$ cat config.mk
export PLATFORM = sky130hd
export DESIGN_NAME = chacha20_stream_host
export DESIGN_NICKNAME = d
export VERILOG_FILES = /design/src/rtl/chacha20_pkg.sv /design/src/rtl/chacha20_word_deserializer.sv /design/src/rtl/chacha20_stream_host.sv
export SDC_FILE = /design/constraint.sdc
export NUM_CORES = 2
export LEC_CHECK = 0
export CORE_MARGIN = 1
export CORE_UTILIZATION = 30
export DETAILED_ROUTE_END_ITERATION = 8
export PLACE_DENSITY_LB_ADDON = 0.12
export SLEW_MARGIN = 20
export SYNTH_ARGS = -nofsm -noshare
export SYNTH_HDL_FRONTEND = slang
export SYNTH_SLANG_ARGS = --single-unit
export TNS_END_PERCENT = 20
$ cat constraint.sdc
create_clock -name clk -period 49.5 [get_ports clk]
set_clock_uncertainty 0.1 [all_clocks]
set_input_delay 9.9 -clock clk [delete_from_list [all_inputs] [get_ports clk]]
set_output_delay 9.9 -clock clk [all_outputs]
set_load 0.02 [all_outputs]
$ cat src/rtl/chacha20_pkg.sv
// Shared constants, host FSM state type and word-slicing helper for the
// ChaCha20 word-stream host.
package chacha20_pkg;

    localparam int WORD_W          = 32;
    localparam int WORDS_PER_BLOCK = 16;
    localparam int BLOCK_W         = WORD_W * WORDS_PER_BLOCK;

    typedef enum logic [2:0] {
        IDLE  = 3'd0,
        START = 3'd1,
        SEND  = 3'd2,
        WAIT  = 3'd3,
        HOLD  = 3'd4
    } host_state_t;

    // Word k of a block lives in bits [32k+31:32k].
    function automatic logic [WORD_W-1:0] word_of(input logic [BLOCK_W-1:0] blk,
                                                   input logic [3:0]         idx);
        return blk[int'(idx)*WORD_W +: WORD_W];
    endfunction

endpackage

$ cat src/rtl/chacha20_word_deserializer.sv
// 16x32 right-shifting capture register. Each enabled cycle the incoming
// word enters the top slot and everything moves down one word, so after 16
// shifts the first word received sits in [31:0].
module chacha20_word_deserializer
    import chacha20_pkg::*;
(
    input  logic               clk,
    input  logic               shift,
    input  logic [WORD_W-1:0]  din,
    output logic [BLOCK_W-1:0] q_shifted
);

    logic [BLOCK_W-1:0] capture;

    // Value the register takes if this cycle shifts; lets the host grab the
    // block including the word arriving together with done.
    assign q_shifted = {din, capture[BLOCK_W-1:WORD_W]};

    // Capture register; pure datapath, fully overwritten by 16 shifts, so no reset.
    always_ff @(posedge clk) begin
        if (shift) begin
            capture <= q_shifted;
        end
    end

endmodule

$ cat src/rtl/chacha20_stream_host.sv
// Host-side driver for the ChaCha20 32-bit word-stream wrapper: accepts a
// 512-bit block, pulses start, streams 16 words out, collects 16 result
// words ending at done, and hands the block downstream, with a bounded wait.
module chacha20_stream_host
    import chacha20_pkg::*;
#(
    parameter int TIMEOUT_CYCLES = 1024,
    parameter int CNT_W          = 16
) (
    input  logic               clk,
    input  logic               rst,
    input  logic               blk_valid,
    output logic               blk_ready,
    input  logic [BLOCK_W-1:0] blk_data,
    output logic               res_valid,
    input  logic               res_ready,
    output logic [BLOCK_W-1:0] res_data,
    output logic               res_timeout,
    output logic               ws_start,
    output logic [WORD_W-1:0]  ws_data,
    input  logic [WORD_W-1:0]  ws_result,
    input  logic               ws_done,
    output logic               busy
);

    localparam logic [CNT_W-1:0] CNT_LAST = CNT_W'(TIMEOUT_CYCLES - 1);

    host_state_t        state;
    logic [3:0]         idx;
    logic [CNT_W-1:0]   cnt;
    logic [BLOCK_W-1:0] blk_lat;
    logic [BLOCK_W-1:0] cap_next;
    logic               shift_en;
    logic               accept;

    // Capture runs every WAIT cycle; stray done or words outside WAIT never touch it.
    assign shift_en = (state == WAIT);
    assign accept   = (state == IDLE) && blk_ready && blk_valid;

    chacha20_word_deserializer u_deser (
        .clk       (clk),
        .shift     (shift_en),
        .din       (ws_result),
        .q_shifted (cap_next)
    );

    // Input block holding register; only meaningful after an accept.
    always_ff @(posedge clk) begin
        if (accept) begin
            blk_lat <= blk_data;
        end
    end

    // Host FSM with all outputs registered.
    always_ff @(posedge clk or posedge rst) begin
        if (rst) begin
            state       <= IDLE;
            idx         <= '0;
            cnt         <= '0;
            blk_ready   <= 1'b0;
            res_valid   <= 1'b0;
            res_timeout <= 1'b0;
            res_data    <= '0;
            ws_start    <= 1'b0;
            ws_data     <= '0;
            busy        <= 1'b0;
        end else begin
            case (state)
                IDLE: begin
                    // blk_ready comes up one cycle after entering IDLE.
                    if (accept) begin
                        blk_ready <= 1'b0;
                        ws_start  <= 1'b1;
                        busy      <= 1'b1;
                        state     <= START;
                    end else begin
                        blk_ready <= 1'b1;
                    end
                end
                START: begin
                    ws_start <= 1'b0;
                    ws_data  <= word_of(blk_lat, 4'd0);
                    idx      <= 4'd0;
                    state    <= SEND;
                end
                SEND: begin
                    // idx is the word currently on ws_data.
                    if (idx == 4'd15) begin
                        ws_data <= '0;
                        cnt     <= '0;
                        state   <= WAIT;
                    end else begin
                        ws_data <= word_of(blk_lat, idx + 4'd1);
                        idx     <= idx + 4'd1;
                    end
                end
                WAIT: begin
                    // done takes priority over an expiring counter.
                    if (ws_done) begin
                        res_data    <= cap_next;
                        res_valid   <= 1'b1;
                        res_timeout <= 1'b0;
                        state       <= HOLD;
                    end else if (cnt == CNT_LAST) begin
                        res_data    <= '0;
                        res_valid   <= 1'b1;
                        res_timeout <= 1'b1;
                        state       <= HOLD;
                    end else begin
                        cnt <= cnt + CNT_W'(1);
                    end
                end
                HOLD: begin
                    if (res_ready) begin
                        res_valid   <= 1'b0;
                        res_timeout <= 1'b0;
                        busy        <= 1'b0;
                        state       <= IDLE;
                    end
                end
                default: begin
                    state <= IDLE;
                end
            endcase
        end
    end

endmodule

* Word-level counts from Yosys, hierarchy flattened
Index checks and enable logic that the tools add are counted.
** Storage, ports and cells
- Register bits :: 1596
- Bits of input ports :: 549
- Word-level logic and storage cells :: 70
** Operators by class
- $add $sub $neg :: 2
- Equal/unequal tests :: 13
- Shift-type cells :: 1
- Muxes and demuxes :: 26
- Reduce and logical (&&, ||, !) cells :: 16
** Operator list (count)
- $mux 512 :: 2
- $shiftx 512x10->32 :: 1
- $pmux 32 s2 :: 1
- $mux 16 :: 3
- $mux 32 :: 1
- $pmux 16 s2 :: 1
- $add 16x1->16 const B :: 1
- $eq 16x10->1 const B :: 1
- $mux 3 :: 5
- $pmux 3 s5 :: 1
- $ne 2x2->1 const B :: 6
- $reduce_bool 2->1 :: 6
- $pmux 1 s2 :: 4
- $pmux 4 s2 :: 1
- $reduce_and 4->1 :: 2
- $eq 3x2->1 const B :: 2
- $mux 1 :: 6
- $reduce_and 2->1 :: 3
- $reduce_and 3->1 :: 2
- $add 4x1->4 const B :: 1
- $eq 4x4->1 const B :: 1
- $mux 4 :: 1
- $eq 3x1->1 const B :: 1
- $eq 3x3->1 const B :: 1
- other kinds (3) :: 4

* Logic depth before layout (Yosys ltp)
- Depth after elaboration :: 5
- Depth in mapped cells :: 9
- Depth with buffers taken out :: 6

* Hierarchy
Synthesis repeated with hierarchy kept, for this count alone.
** Second synthesis, totals
- Cell total of the unflattened synthesis :: 2868
- Area, all modules :: 55150.4 µm²
** By module, submodules not included
- chacha20_stream_host :: instances 1, cells an instance 2356, area an instance 40496.3 µm², seq. area each 29688.5 µm²
- chacha20_word_deserializer :: instances 1, cells an instance 512, area an instance 14654.1 µm², seq. area each 14413.8 µm²

* Worst setup path before layout
No wires, ideal clock.
- Path kind :: in2reg
- Start point :: in blk_valid
- End point :: reg blk_lat[0], enable pin
- Library setup time :: 1.463 ns
- Data arrival time :: 32.551 ns
- Path slack :: 15.386 ns
- Stages on the path :: 2
- Cell sequence :: nand2_1 -> nor2b_1
** On the way
- Word-level cells in the longest chain between the ends :: 1
** Ends and longest elaborated chain
- start, declared :: RTL line chacha20_stream_host.sv:12 : input logic blk_valid,
- $logic_and 1x1->1 :: RTL line chacha20_stream_host.sv:38 : assign accept = (state == IDLE) && blk_ready && blk_valid;
- via accept :: RTL line chacha20_stream_host.sv:34 : logic accept;
- end signal, assigned :: RTL line chacha20_stream_host.sv:50 : blk_lat <= blk_data;
- end, declared :: RTL line chacha20_stream_host.sv:31 : logic [BLOCK_W-1:0] blk_lat;
The timed path passes the listed nets, and every way through them passes these cells.
A chain may end at the register's enable or synchronous reset.

* Worst setup path after layout
- Start point :: in ws_done
- End point :: reg res_data[484]
** On the way
- Word-level cells in the longest chain between the ends :: 2
- Elaborated cells between the ends (all ways) :: 3
** Ends and longest elaborated chain
- start, declared :: RTL line chacha20_stream_host.sv:22 : input logic ws_done,
- $reduce_bool 2->1 (no line)
- $reduce_and 2->1 (no line)
- end signal, assigned :: RTL line chacha20_stream_host.sv:100 : res_data <= cap_next;
- end, declared :: RTL line chacha20_stream_host.sv:17 : output logic [BLOCK_W-1:0] res_data,
Parallel ways exist; a longest one is shown, timed or not.

==> summary.txt <==
Power and ir drop
  – PD cells: 68.73 mW/mm^2
  – Max IR drop VDD: 0.00003386 V
  – Pleak: 27.70 nW

Timing
  – Final Slew Violations: 0
  – Min Tclk post-route: 14530 ps
  – Period utilization: 29.36%
  – Unrepaired setup endpoints after global routing: false
  – F_max: 0.06882 GHz
  – Worst slew pin tran: 1113 ps
  – Hold Slack: 334.8 ps
  – Worst slew margin: 25.77%
  – Final-report hold violation count: 0
  – Setup TNS: 0 ps
  – Final setup violation count: 0
  – Setup slack after layout: 34970 ps

Layout
  – Nets: 4395
  – Final Instance Area: 0.07391 mm^2
  – Non-Filler Instances: 6377
  – Synth-to-layout area growth: 35.41%
  – Layout cell share with drive strength beyond 1: 11.04%

Global route
  – Largest net degree at the start of global routing: 198
  – Number of global-route vias before repair: 30950
  – First-pass GRT wire length: 246100 um
  – Initial antenna violation count: 37
  – Grt total ovfl: 0
  – GRT Resource Usage Total: 18.79%

Worst setup path
  – Critical Path RT: 50110 ps
  – Bufs and invs on worst path: 5
  – CP max FO: 85
  – Data arrival time of the critical path: 15140 ps
  – CP peak stage delay: 840 ps
  – Crit-path leading delay family: buffers and inverters
  – Setup crit end kind: flip-flop
  – WS Path Type: primary input to flip-flop
  – CP dominant cell by count: buf_4
  – CP Cell Sequence: clkdlybuf4s50_1, a31o_2, nand2_4, buf_4, buf_4, buf_4, buf_4, a22o_1
  – Worst setup SP type: primary input
  – CP max stage cell: buf_4

Floorplan
  – # rows: 156
  – Total Die Area: 0.1837 mm^2
  – Die Width: 428.6 um
  – Core Box Area: 0.1807 mm^2
  – I/O pin count: 1098
  – Initial core utilization: 30.20%
  – Die Ht: 428.6 um

Synth
  – Post-Syn Instances: 2704
  – Post-synthesis cell area: 0.05458 mm^2
  – Register bit total from synthesis: 1564
  – Top FF cell, synth: edfxtp_1
  – Top cell type by total area after synthesis: edfxtp_1
  – Post-synth EDFFs: 992
  – Count leader, synth: edfxtp_1
  – Synth area leaders: edfxtp_1, dfrtp_1, a22o_1, mux4_2, mux2i_1
  – Syn nets: 3255
  – Syn_area_per_cell: 20.19 um^2
  – Sequential fraction of the synthesis area: 80.80%
  – Synth warn: 0
  – FFs w/ async S/R, synth: 36.57%
  – Top cells by count, synth: edfxtp_1, dfrtp_1, a22o_1
  – Unique masters post-synth: 47
  – Top cell type's share of synthesized area: 54.57%

Placement
  – DP Worst Slack: 34100 ps
  – Input/output buffers: 1097
  – DPL Wire Length: 121200 um
  – DP Area: 0.06817 mm^2
  – Placed Cells: 6038
  – RD Place Congestion: 0.8084

Route
  – # DRC: 0
  – Post-route ant nets: 0
  – Detailed-route via count: 30220
  – Drt wl/cell: 27.67 um
  – Starting DRC count in detailed routing: 2423
  – Total wire length: 176500 um
  – Routed vias/inst: 4.740
  – DR pass1 iterations: 5

Min path
  – Hold Path Class: flip-flop to flip-flop

Clock network
  – Clock Tree Buf Depth: 3
  – Post-CTS Setup Inserts: 0
  – Worst-path clk slew: 60 ps
  – CTS buffer count: 174
  – H-tree levels: 4
  – CTS Hold Bufs: 0
  – CTS Sinks: 1564
  – Clk root buf: clkbuf_16
  – Cts repair resizes: 0
  – TritonCTS clock tree: built
  – Worst-Skew Late Latency: 810 ps

Flow run
  – Max_cap viols: 0

Run status
  – Status: complete, no violations
## placed cells by master (no fill, tap or decap), drive strengths merged, types with 4 or more instances in the layout
cell	netlist	layout
clkdlybuf4s50	0	1097
edfxtp	992	992
dfrtp	572	572
a22o	512	512
clkbuf	86	242
mux4	128	128
mux2i	97	97
clkinv	0	54
nor2	48	48
a21oi	43	43
buf	88	41
a22oi	32	32
diode	0	20
nand2	16	16
bufinv	0	12
o21ai	12	12
inv	7	12
nand3	7	7
xor2	7	7
o31ai	6	6
clkinvlp	0	6
and3	6	6
nand2b	5	5
or4	4	4
nor2b	4	4
## per-stage QoR
step	power [W]	utilization (%)
after floorplan	0.003091	-
after global placement	0.003831	37.71
after detailed placement	0.003835	37.71
after CTS	0.005154	40.86
after global routing	0.005301	40.89
final	0.005080	40.89
## power by group
| group | internal, W | switching (W) | total [W] |
|---|---|---|---|
| combinational | 0.000759 | 0.000949 | 0.00171 |
| sequential | 0.00185 | 0.000229 | 0.00208 |
| clock | 0.000752 | 0.000541 | 0.00129 |
| total | 0.00336 | 0.00172 | 0.00508 |
## path summary, 6_finish.rpt
kind	startpoint	to	slack, ps	cells past startpoint
setup / recovery	ws_done	res_data[484]	34970	8
hold / removal	u_deser.capture[455]	u_deser.capture[423]	330	0
setup reg to reg	state[2]	res_data[484]	43280	9
hold reg to reg	u_deser.capture[455]	u_deser.capture[423]	330	0
max in group asynchronous	rst	idx[0]	37530	4
min in group asynchronous	rst	res_data[485]	9470	2
## layout make-up
cell class                      instances  area, um^2
Multi-Input combinational cell        959        9728
Clock buffer                          242        4873
Antenna cell                           20       50.05
Fill cell                           16320      106800
Sequential cell                      1564       44110
Inverter                                7       41.29
Timing Repair Buffer                 1138       11330
Tap cell                             2370        2965
Clock inverter                         77       818.3
## metal layers
metal	share of wire [%]	routed length, um	up-vias	GRT usage (%)
met5	0.015	27	-	0
met4	2.9	5048	4	7.274
met3	5.9	10480	252	4.802
met2	50	88870	935	31.18
met1	41	72050	15800	23.48
li1	-	-	13240	-
## sequential cells by signal, summed over array words and instances (netlist names)
register / count
res_timeout: 1
ws_data: 32
u_deser.capture: 480
cnt: 16
idx: 4
res_data: 512
res_valid: 1
busy: 1
blk_lat: 512
state: 3
ws_start: 1
blk_ready: 1
## worst register-to-register path, delay by kind of cell, from the launching register on
family / cells / cell delay [ps]
buffers and inverters: 5 / 3720
and+or+nand+nor: 3 / 1430
DFF: 1 / 590
AOI/OAI and AO/OA: 1 / 300
## logic make-up (layout without fill, tap and decap cells)
family                     Yosys count  count (layout)  share of synthesized area (%)
buffers and inverters              181            1464                          1.506
DFF                               1564            1564                          80.80
adders and majority gates            2               2                        0.04584
muxes                              225             225                          7.060
and+or+nand+nor                    105             105                         0.9444
other                                0              20                              0
xor gates and xnor gates             8               8                         0.1628
AOI/OAI and AO/OA                  619             619                          9.483
Note: power is estimated with default switching activity, not from simulation.
